==> src/rtl/rr_mux_arbiter_if.sv <==
// Handshake bundle between the 4-to-1 mux requesters and the round-robin arbiter.
// Ports: req[3:0] and release_i come from the requesters. sel, grant, busy and timeout go back to them.
// The master modport is the requester side. The slave modport is the arbiter side.
interface rr_mux_arbiter_if;
  logic [3:0] req;
  logic       release_i;
  logic [1:0] sel;
  logic [3:0] grant;
  logic       busy;
  logic       timeout;

  modport master (
    output req,
    output release_i,
    input  sel,
    input  grant,
    input  busy,
    input  timeout
  );

  modport slave (
    input  req,
    input  release_i,
    output sel,
    output grant,
    output busy,
    output timeout
  );
endinterface

==> src/rtl/rr_mux_arbiter.sv <==
// Round-robin arbiter that drives the select code of a 4-to-1 mux stage.
// Ports: clk, rst_n (async active-low), bus (slave side of rr_mux_arbiter_if).
// Latency: a request is granted 1 cycle after it is sampled, and one IDLE cycle separates grants.
// Backpressure: requests are ignored while a grant is active. A grant lasts at most MAX_HOLD cycles.
module rr_mux_arbiter #(
  parameter int unsigned MAX_HOLD = 8
) (
  input  logic              clk,
  input  logic              rst_n,
  rr_mux_arbiter_if.slave   bus
);

  localparam int unsigned    CNT_W    = (MAX_HOLD > 1) ? $clog2(MAX_HOLD) : 1;
  localparam logic [CNT_W-1:0] CNT_LAST = CNT_W'(MAX_HOLD - 1);

  typedef enum logic {
    IDLE,
    GRANT
  } state_t;

  state_t           state;
  logic [1:0]       ptr;
  logic [CNT_W-1:0] cnt;
  logic [1:0]       sel_q;
  logic [3:0]       grant_q;
  logic             busy_q;
  logic             timeout_q;

  logic [1:0]       winner;
  logic             end_rel;
  logic             end_drop;
  logic             end_lim;

  // Scan from ptr upward (mod 4). Iterating from the farthest offset down
  // means the closest set request is the last one assigned, so it wins.
  always_comb begin
    winner = ptr;
    for (int k = 3; k >= 0; k--) begin
      if (bus.req[ptr + 2'(k)]) begin
        winner = ptr + 2'(k);
      end
    end
  end

  assign end_rel  = bus.release_i;
  assign end_drop = ~bus.req[sel_q];
  assign end_lim  = (cnt == CNT_LAST);

  always_ff @(posedge clk or negedge rst_n) begin
    if (!rst_n) begin
      state     <= IDLE;
      ptr       <= 2'd0;
      cnt       <= '0;
      sel_q     <= 2'd0;
      grant_q   <= 4'b0000;
      busy_q    <= 1'b0;
      timeout_q <= 1'b0;
    end else begin
      timeout_q <= 1'b0;
      case (state)
        IDLE: begin
          // sel keeps its last value while idle. Only entry to GRANT moves it.
          if (|bus.req) begin
            sel_q   <= winner;
            grant_q <= 4'b0001 << winner;
            busy_q  <= 1'b1;
            cnt     <= '0;
            state   <= GRANT;
          end
        end
        GRANT: begin
          if (end_rel || end_drop || end_lim) begin
            state     <= IDLE;
            grant_q   <= 4'b0000;
            busy_q    <= 1'b0;
            ptr       <= sel_q + 2'd1;
            // Flag a timeout only when the hold limit alone ended the grant.
            timeout_q <= end_lim && !end_rel && !end_drop;
          end else begin
            cnt <= cnt + CNT_W'(1);
          end
        end
        default: state <= IDLE;
      endcase
    end
  end

  assign bus.sel     = sel_q;
  assign bus.grant   = grant_q;
  assign bus.busy    = busy_q;
  assign bus.timeout = timeout_q;

endmodule

==> src/flat_wrapper.sv <==
// flat-port wrapper written by rule: the top's interface ports become plain ports
module rr_mux_arbiter_flat 
#(
  parameter int unsigned MAX_HOLD = 8
)
  (clk, rst_n, bus_req, bus_release_i, bus_sel, bus_grant, bus_busy, bus_timeout);
  rr_mux_arbiter_if bus_i ();
  input  logic clk;
  input  logic rst_n;
  input wire logic [$bits(bus_i.req)-1:0] bus_req;
  input wire logic [$bits(bus_i.release_i)-1:0] bus_release_i;
  output wire logic [$bits(bus_i.sel)-1:0] bus_sel;
  output wire logic [$bits(bus_i.grant)-1:0] bus_grant;
  output wire logic [$bits(bus_i.busy)-1:0] bus_busy;
  output wire logic [$bits(bus_i.timeout)-1:0] bus_timeout;
  assign bus_i.req = bus_req;
  assign bus_i.release_i = bus_release_i;
  assign bus_sel = bus_i.sel;
  assign bus_grant = bus_i.grant;
  assign bus_busy = bus_i.busy;
  assign bus_timeout = bus_i.timeout;
  rr_mux_arbiter #(.MAX_HOLD(MAX_HOLD)) u_core (.clk(clk), .rst_n(rst_n), .bus(bus_i));
endmodule
==> config.mk <==
export PLATFORM = sky130hd
export DESIGN_NAME = rr_mux_arbiter_flat
export DESIGN_NICKNAME = d
export VERILOG_FILES = /design/src/rtl/rr_mux_arbiter_if.sv /design/src/rtl/rr_mux_arbiter.sv /design/src/flat_wrapper.sv
export SDC_FILE = /design/constraint.sdc
export NUM_CORES = 1
export LEC_CHECK = 0
export CAP_MARGIN = 30
export CORE_MARGIN = 2
export CORE_UTILIZATION = 45
export CTS_CLUSTER_DIAMETER = 80
export DETAILED_ROUTE_END_ITERATION = 6
export GPL_TIMING_DRIVEN = 0
export PLACE_DENSITY = 0.72
export SLEW_MARGIN = 10
export SYNTH_ARGS = -nofsm -noshare
export SYNTH_HDL_FRONTEND = slang
export SYNTH_SLANG_ARGS = --single-unit
==> constraint.sdc <==
create_clock -name clk -period 1.8 [get_ports clk]
set_input_delay 0.45 -clock clk [delete_from_list [all_inputs] [get_ports clk]]
set_output_delay 0.45 -clock clk [all_outputs]
set_load 0.02 [all_outputs]
==> impl_metrics.tcl <==
set metrics [dict create \
    multi_input_area_um2 367 \
    placed_cells 97 \
    vias 584 \
    met1_usage 0.253 \
    synth-compound-area-share 0.237 \
    core_area_um2 1510 \
    finalPower_w 0.00146 \
    avgSynthCellArea_um2 10.8 \
    num_io_pins 15 \
    drc 0 \
    leakage_nw 0.423 \
    insertedDiodeCount 0 \
    synth_edf_count 0 \
    initial_core_util 0.480 \
    final_antenna_net_count 0 \
    tightest_slew_ps 608 \
    min_from "u_core.bus.grant[1]" \
    reg2reg_from "u_core.bus.sel[0]" \
    design_area_um2 918 \
    synth_xor_area_frac 0.0121 \
    cp_cell_sequence "clkdlybuf4s50_1" \
    worst-path-max-fanout 2 \
    drt-wirelength-per-cell_um 14.5 \
    drive_gt1_frac 0.118 \
    max_freq_mhz 592 \
    fin_ws_ps 111 \
    r2r-end "u_core.bus.grant[2]" \
    nNetsFinal 96 \
    wl_um 1460 \
    placed_cell_area_um2 883 \
    grt_max_degree 15 \
    dr.pass1.iters 4 \
    layout.cells.non_filler 101 \
    cts_root_buf "clkbuf_4" \
    timing.hold.ws_ps 489 \
    rows 14 \
    ys_seq_area_frac 0.484 \
    timing.final.crit_share 0.938 \
    whs_endpoint "u_core.bus.grant[1]" \
    worst_r2r_path_depth 4 \
    top_usage_layer "met2" \
    cp_num_buf_inv 1 \
    synth_top_area_share 0.484 \
    crit_family "buffers and inverters" \
    synth_common_cells "14 x dfrtp_1, 6 x o21ai_0, 5 x nor2_1" \
    grt_overflow 0 \
    required_ps 1350 \
    dpl.hpwl_um 1050 \
    cp.arrival_ps 1240 \
    fillers 129 \
    status "complete, no violations" \
    yosys.area.top_type "dfrtp_1" \
    ys_seq_elements 14 \
    yosys_warnings 0 \
    cts_buffer_depth 2 \
    holdCritPathClass "reg2reg" \
    period_minus_slack_ps 1690 \
    synthTopCellsByArea "dfrtp_1 48%, o21ai_0 4.2%, ha_1 3.5%" \
    clock-sinks 14 \
    relSlewSlack 0.594 \
    first_iter_violations 14 \
    routabilityCongestion 0.817 \
    grt_pass1_wl_um 2490 \
    r2r_slack_ps 170 \
    die_w_um 44.1 \
    cts_tree "built" \
    synth_ff_type "dfrtp_1" \
    finalClockSkew_ps 4.21 \
    critPathLaunchType "register" \
    hold_viol_final 0 \
    worstSetupPathType "reg2out" \
    synthSimpleGateAreaFrac 0.170 \
    synth_fa_ha_area_frac 0.0346 \
    syn_inst 67 \
    numCtsBuffers 3 \
    met3_usage 0.0408 \
    maxCapViolations 0 \
    holdPathStages 1 \
    post_synth_instance_area_um2 723 \
    grt.total_usage 0.180 \
    slew_viol_final 0 \
    yosysMostFrequentCell "dfrtp_1" \
    endpoint_kind "output port" \
    hold_buffers 0 \
    viasPerCell 5.78 \
    cts.htree.levels 1 \
    die_y_um 44.1 \
    ir_worst_vdd_v 0.000877 \
    dp_slack_ps -393 \
    clk_latency_ps 280 \
    synthToLayoutAreaGrowth_pct 27.0 \
    portBuffers 14 \
    syn_nets 76 \
    synth.mux.area_fraction 0.0467 \
    antenna_found_initial 0 \
    finalSetupViolations 0 \
    dieArea_um2 1940 \
    synth_top_family_by_area "compound AO/OA/AOI/OAI gates" \
    synthDistinctLibCells 29 \
    critPathMaxStageDelay_ps 600 \
    grt_pass1_vias 547 \
    clk_pin_slew_worst_paths_ps 80 \
    async_reset_ff_frac 1.00 \
    globalRouteMet2Util 0.262 \
    cp_slowest_cell "clkdlybuf4s50_1" \
    rsz0062_at_grt "no" \
    powerDensity_nw_per_um2 1590 \
    seqCellArea_um2 350 \
]
where the power goes:
| group | internal, W | switching (W) | total [W] |
|---|---|---|---|
| logic | 0.000344 | 0.000380 | 0.000724 |
| clock network | 0.0000775 | 0.0000954 | 0.000173 |
| registers | 0.000443 | 0.000118 | 0.000561 |
| total | 0.000864 | 0.000594 | 0.00146 |
cell families after synthesis:
logic type / count (synthesis)
and+or+nand+nor: 22
adders and majority gates: 2
buffers and inverters: 3
AOI/OAI and AO/OA: 23
xor gates and xnor gates: 1
DFF: 14
muxes: 2
sequential cells by signal (all words and copies together) (netlist names):
signal / flops
u_core.cnt: 3
u_core.state: 1
u_core.bus.sel: 2
u_core.bus.timeout: 1
u_core.ptr: 2
u_core.bus.grant: 4
u_core.bus.busy: 1
cell type report:
cell class	count	area share
Clock buffer	3	0.0245
Inverter	3	0.0123
Multi-Input combinational cell	50	0.399
Sequential cell	14	0.381
Tap cell	16	0.0218
Timing Repair Buffer	15	0.161
stage by stage:
step,TNS (ps),util
after floorplan,0,-
after global placement,-3220,0.586
after detailed placement,-3720,0.586
after CTS,0,0.603
after global routing,0,0.610
final,0,0.610
layout by cell type (no fill, tap or decap), types with 2 or more instances in the layout:
cell type	synthesis	layout
dlygate4sd2_1	0	4
nor2_1	5	5
clkbuf_4	0	3
nand2_1	3	3
inv_1	3	3
o31ai_1	3	2
o21ai_0	6	6
ha_1	2	2
dfrtp_1	14	14
nand3_1	4	4
dlymetal6s2s_1	0	2
o2bb2ai_1	2	2
nor2b_1	4	4
clkdlybuf4s50_1	0	8
a21oi_1	3	3
per-layer routing:
metal,vias up,wire length (um)
li1,287,-
met1,281,723
met2,14,646
met3,2,70
met4,0,21
met5,-,0
worst register-to-register path, delay by kind of cell (launching register included):
kind,cells,cell delay [ps]
DFF,1,450
muxes,1,590
and+or+nand+nor,1,80
AOI/OAI and AO/OA,2,410
worst max-delay path by stage:
| stage | start | end | depth (start not counted) |
|---|---|---|---|
| after CTS | bus_req[0] | u_core.bus.grant[2] | 5 |
| after floorplan | u_core.bus.sel[0] | u_core.bus.grant[2] | 4 |
| after detailed placement | bus_req[3] | u_core.bus.grant[2] | 5 |
| after global routing | u_core.bus.grant[2] | bus_grant[2] | 1 |
| final | u_core.bus.grant[3] | bus_grant[3] | 1 |
| after global placement | bus_req[3] | u_core.bus.grant[2] | 5 |
repair_timing:
item	CTS	global route
gates resized for setup	4	3
setup buffers	1	0
hold endpoints to repair	0	0
endpoints found under the setup margin	7	10
pin swaps	1	1
Power figures use the tool's default switching activity.
